<file path="config.mk">
export PLATFORM = sky130hd
export DESIGN_NAME = reglist_sequencer
export DESIGN_NICKNAME = d
export VERILOG_FILES = /design/src/rtl/reglist_sequencer.sv
export SDC_FILE = /design/constraint.sdc
export NUM_CORES = 1
export LEC_CHECK = 0
export ABC_CLOCK_PERIOD_IN_PS = 2650
export BUFFER_PORTS_ARGS = -buffer_cell sky130_fd_sc_hd__buf_2
export CORE_MARGIN = 5
export CORE_UTILIZATION = 45
export DETAILED_ROUTE_END_ITERATION = 7
export PLACE_DENSITY = 0.65
export SKIP_CTS_REPAIR_TIMING = 1
export SLEW_MARGIN = 20
export SYNTH_ARGS = -nofsm -noshare
export SYNTH_HDL_FRONTEND = slang
export SYNTH_SLANG_ARGS = --single-unit
</file>
<file path="constraint.sdc">
create_clock -name clk -period 2.65 [get_ports clk]
set_input_delay 0.265 -clock clk [delete_from_list [all_inputs] [get_ports clk]]
set_output_delay 0.265 -clock clk [all_outputs]
set_load 0.01 [all_outputs]
</file>
<file path="src/rtl/reglist_sequencer.sv">
// Register-list sequencer: walks the set bits of an N-bit list one per
// handshake, lowest-first or highest-first, reporting the index, the beat
// ordinal, a last-beat flag and the population count of the latched list.
module reglist_sequencer #(
  parameter int N  = 16,
  parameter int IW = 4,
  parameter int CW = 5
) (
  input  logic          clk,
  input  logic          rst_n,
  input  logic          start,
  input  logic [N-1:0]  list,
  input  logic          descend,
  output logic          busy,
  output logic          out_valid,
  input  logic          out_ready,
  output logic [IW-1:0] reg_idx,
  output logic [CW-1:0] beat,
  output logic          last,
  output logic [CW-1:0] count,
  output logic          done
);

  typedef enum logic [1:0] {
    S_IDLE = 2'd0,
    S_RUN  = 2'd1,
    S_DONE = 2'd2
  } state_t;

  localparam logic [N-1:0] LP_ONE = {{(N-1){1'b0}}, 1'b1};

  state_t        r_state;
  state_t        w_state_nxt;
  logic [N-1:0]  r_pending;
  logic          r_dir;
  logic [CW-1:0] r_count;
  logic [CW-1:0] r_beat;

  logic [IW-1:0] w_idx;
  logic          w_single;
  logic          w_accept;
  logic          w_xfer;
  logic [N-1:0]  w_clear;

  logic          w_busy;
  logic          w_out_valid;
  logic [IW-1:0] w_reg_idx;
  logic          w_last;
  logic          w_done;

  // Index of the least significant set bit; 0 for an empty vector.
  function automatic logic [IW-1:0] f_lowest(input logic [N-1:0] v);
    logic [IW-1:0] idx;
    idx = '0;
    for (int i = N - 1; i >= 0; i--) begin
      if (v[i]) idx = IW'(i);
    end
    return idx;
  endfunction

  // Index of the most significant set bit; 0 for an empty vector.
  function automatic logic [IW-1:0] f_highest(input logic [N-1:0] v);
    logic [IW-1:0] idx;
    idx = '0;
    for (int i = 0; i < N; i++) begin
      if (v[i]) idx = IW'(i);
    end
    return idx;
  endfunction

  // Number of set bits; CW is wide enough to hold N for an all-ones list.
  function automatic logic [CW-1:0] f_popcount(input logic [N-1:0] v);
    logic [CW-1:0] cnt;
    cnt = '0;
    for (int i = 0; i < N; i++) begin
      cnt = cnt + CW'(v[i]);
    end
    return cnt;
  endfunction

  // Selected bit and handshake qualifiers derived from the registered mask
  assign w_idx    = r_dir ? f_highest(r_pending) : f_lowest(r_pending);
  assign w_single = (r_pending != '0) &&
                    ((r_pending & (r_pending - LP_ONE)) == '0);
  assign w_accept = (r_state == S_IDLE) && start;
  assign w_xfer   = (r_state == S_RUN) && out_ready;
  assign w_clear  = LP_ONE << w_idx;

  // State register
  always_ff @(posedge clk or negedge rst_n) begin
    if (!rst_n) begin
      r_state <= S_IDLE;
    end else begin
      r_state <= w_state_nxt;
    end
  end

  // Next-state logic: an empty list skips straight to the done cycle
  always_comb begin
    w_state_nxt = r_state;
    case (r_state)
      S_IDLE: begin
        if (start) begin
          w_state_nxt = (list != '0) ? S_RUN : S_DONE;
        end
      end
      S_RUN: begin
        if (out_ready && w_single) begin
          w_state_nxt = S_DONE;
        end
      end
      S_DONE:  w_state_nxt = S_IDLE;
      default: w_state_nxt = S_IDLE;
    endcase
  end

  // Output decode; index and last are forced to 0 outside RUN
  always_comb begin
    w_busy      = 1'b0;
    w_out_valid = 1'b0;
    w_reg_idx   = '0;
    w_last      = 1'b0;
    w_done      = 1'b0;
    case (r_state)
      S_RUN: begin
        w_busy      = 1'b1;
        w_out_valid = 1'b1;
        w_reg_idx   = w_idx;
        w_last      = w_single;
      end
      S_DONE: begin
        w_busy = 1'b1;
        w_done = 1'b1;
      end
      default: begin
        w_busy = 1'b0;
      end
    endcase
  end

  // Latch list on accepted start; retire one bit per accepted beat
  always_ff @(posedge clk or negedge rst_n) begin
    if (!rst_n) begin
      r_pending <= '0;
      r_dir     <= 1'b0;
      r_count   <= '0;
      r_beat    <= '0;
    end else if (w_accept) begin
      r_pending <= list;
      r_dir     <= descend;
      r_count   <= f_popcount(list);
      r_beat    <= '0;
    end else if (w_xfer) begin
      r_pending <= r_pending & ~w_clear;
      r_beat    <= r_beat + CW'(1);
    end
  end

  assign busy      = w_busy;
  assign out_valid = w_out_valid;
  assign reg_idx   = w_reg_idx;
  assign last      = w_last;
  assign done      = w_done;
  assign beat      = r_beat;
  assign count     = r_count;

endmodule

</file>
==> impl_metrics.env <==
export IMPL_p_leak_nw=1.387
export IMPL_path_max_fanout=2
export IMPL_cts_max_level=2
export IMPL_ys_dominant_reg_cell="dfrtp_1"
export IMPL_ioPinCount=39
export IMPL_nNetsFinal=359
export IMPL_ys_warn_count=0
export IMPL_setup_viol=4
export IMPL_fmaxAchievable_ghz=0.3260
export IMPL_cts_tree="yes"
export IMPL_dr_pass1_iters=4
export IMPL_numCtsBuffers=5
export IMPL_core_mm2=0.005107
export IMPL_wl_per_cell_um=15.71
export IMPL_p_clk_share_pct=11.3
export IMPL_ir_drop_mv=0.5156
export IMPL_place_inst=381
export IMPL_dieArea_mm2=0.006808
export IMPL_tns_ns=-1.528
export IMPL_synthesis_nets=303
export IMPL_setup_worst_path_class="in -> reg"
export IMPL_antenna_left=0
export IMPL_io_buffers=38
export IMPL_required_ns=2.85
export IMPL_synthTopCellsByArea="dfrtp_1 (31%), fa_1 (8.5%), mux2i_1 (7.2%)"
export IMPL_grt_pass1_wl_um=10360
export IMPL_synth_edf_count=0
export IMPL_p_comb_share_pct=63.1
export IMPL_post_route_period_util_pct=115.8
export IMPL_placed_area_mm2=0.002775
export IMPL_setup_ws_ns=-0.4179
export IMPL_vias_per_cell=5.459
export IMPL_dp_worst_setup_slack_ns=-0.7741
export IMPL_cp_arrival_ns=3.27
export IMPL_grt_setup_unrepaired="true"
export IMPL_drive_gt1_share_pct=27.67
export IMPL_yosysUniqueCellTypes=49
export IMPL_status="finished, violations left"
export IMPL_holdCritPathClass="in -> async"
export IMPL_swShare_pct=46.50
export IMPL_finClkSkew_ns=0.005278
export IMPL_yosys_area_top_type="dfrtp_1"
export IMPL_fin_total_pwr_mw=3.238
export IMPL_grt_pass1_vias=2096
export IMPL_gp_congestion=0.8718
export IMPL_synthesis_area_mm2=0.002366
export IMPL_clk_pin_slew_ns=0.06
export IMPL_seq_power_share_pct=25.6
export IMPL_drv_cap=0
export IMPL_start_util_pct=46.33
export IMPL_clk_latency_ns=0.28
export IMPL_drc=0
export IMPL_start_kind="input pin"
export IMPL_worst_pin_slew_ns=0.7718
export IMPL_power_internal_mw=1.732
export IMPL_stdcell_count=388
export IMPL_stdcell_area_mm2=0.002868
export IMPL_synth_top_area_share_pct=30.67
export IMPL_hold_violations=0
export IMPL_rows=26
export IMPL_num_vias=2118
export IMPL_synth_area_per_cell_um2=9.031
export IMPL_yosysMostFrequentCell="inv_1"
export IMPL_netlist_instances=262
export IMPL_antenna_found_initial=0
export IMPL_diodes=0
export IMPL_areaGrowthSynthToFinish_pct=21.21
export IMPL_track_usage_pct=20.46
export IMPL_timing_hold_ws_ns=0.01816
export IMPL_first_iter_violations=112
export IMPL_fin_util_pct=56.15
export IMPL_drv_slew=0
export IMPL_drt_wl_total_um=6096
export IMPL_die_w_um=82.51
export IMPL_crit_path_end_kind="register"
export IMPL_grt_max_degree=30
export IMPL_powerDensity_mw_per_mm2=1129
export IMPL_period_needed_ns=3.068
export IMPL_dp_hpwl_um=4863
export IMPL_slew_headroom_pct=48.55
export IMPL_root_buffer="clkbuf_8"
export IMPL_fp_dieH_um=82.51
export IMPL_overflow=0
export IMPL_ys_seq_elements=29
export IMPL_synth_seq_area_share_pct=30.67
export IMPL_clk_path_buf_depth=2
export IMPL_p_sw_mw=1.506
export IMPL_violations="negative setup slack"
export IMPL_clkSinkCount=29
export IMPL_synth_commonest_cells="inv_1 (30), dfrtp_1 (29), nor2_1 (21)"
export IMPL_async_reset_ff_share_pct=100.0
-- power groups by stage --
stage | registers [mW] | logic, mW | clock network [mW]
finish | 0.827 | 2.04 | 0.367
detailed placement | 0.828 | 2.04 | 0
CTS | 0.820 | 2.04 | 0.374
global route | 0.858 | 2.28 | 0.405
global placement | 0.825 | 1.99 | 0
floorplan | 0.773 | 1.48 | 0
-- cell families after synthesis --
| group | after synthesis | share of synthesized area [%] |
|---|---|---|
| AO/OA/AOI/OAI | 68 | 19.67 |
| multiplexers | 17 | 7.192 |
| adder cells (fa/ha/maj) | 22 | 14.60 |
| buffers and inverters | 50 | 10.36 |
| flip-flops | 29 | 30.67 |
| XOR/XNOR | 6 | 2.221 |
| AND/OR/NAND/NOR | 70 | 15.28 |
-- path summary, 6_finish.rpt --
path	startpoint	to	slack (ns)	cells after the start
max	list[9]	count[4]$_DFFE_PN0P_	-0.42	13
min	rst_n	count[3]$_DFFE_PN0P_	0.02	1
max reg2reg	r_pending[4]$_DFFE_PN0P_	r_state[0]$_DFFE_PN0P_	0.21	6
min reg2reg	count[0]$_DFFE_PN0P_	count[0]$_DFFE_PN0P_	0.48	2
max in group asynchronous	rst_n	r_pending[4]$_DFFE_PN0P_	2.20	1
min in group clk	descend	r_dir$_DFFE_PN0P_	0.19	3
-- flip-flops by register name, indices dropped and copies added (netlist names) --
| register | count |
|---|---|
| r_pending | 16 |
| r_state | 2 |
| count | 5 |
| r_dir | 1 |
| beat | 5 |
-- cells in the final DEF, fill, tap and decap left out, drive strengths merged, types with 2 or more instances in the layout --
cell | Yosys | routed
ha | 10 | 10
nand2b | 3 | 3
fa | 10 | 10
nor3 | 3 | 3
mux2i | 17 | 17
clkbuf | 8 | 7
o21ai | 12 | 12
nand2 | 13 | 13
a31oi | 17 | 17
nor2b | 4 | 4
xor2 | 5 | 5
buf | 12 | 69
a21o | 2 | 2
maj3 | 2 | 2
dfrtp | 29 | 29
nand4 | 3 | 3
a21boi | 2 | 2
and2 | 6 | 6
nor3b | 3 | 3
or3 | 2 | 2
a211oi | 3 | 3
inv | 30 | 30
nor4 | 6 | 6
o31ai | 8 | 8
nor2 | 21 | 21
a21oi | 10 | 10
or4 | 4 | 4
-- layer usage --
layer,part of all wire (%),GRT usage [%],vias up
met2,47,33.01,54
met4,2.2,9.150,0
met3,5.0,3.688,11
li1,-,-,1033
met1,45,26.74,1020
met5,0,0,-
-- area by class of cell --
class | count | area, µm²
inverters | 30 | 120.1
repair buffers | 69 | 429.2
fillers | 481 | 2240
flip-flops and latches | 29 | 725.7
clock buffers | 7 | 86.33
multi-input cells | 183 | 1419
well taps | 70 | 87.58
-- critical path, stage by stage --
cell and delay, ns:
buf_2 0.14, inv_8 0.03, fa_1 0.54, fa_2 0.44, fa_2 0.54, fa_1 0.42, inv_2 0.08, ha_4 0.13
inv_2 0.03, fa_2 0.34, nor2b_1 0.12, o21ai_1 0.06, o21ai_1 0.13
(Power assumes the default switching activity.)
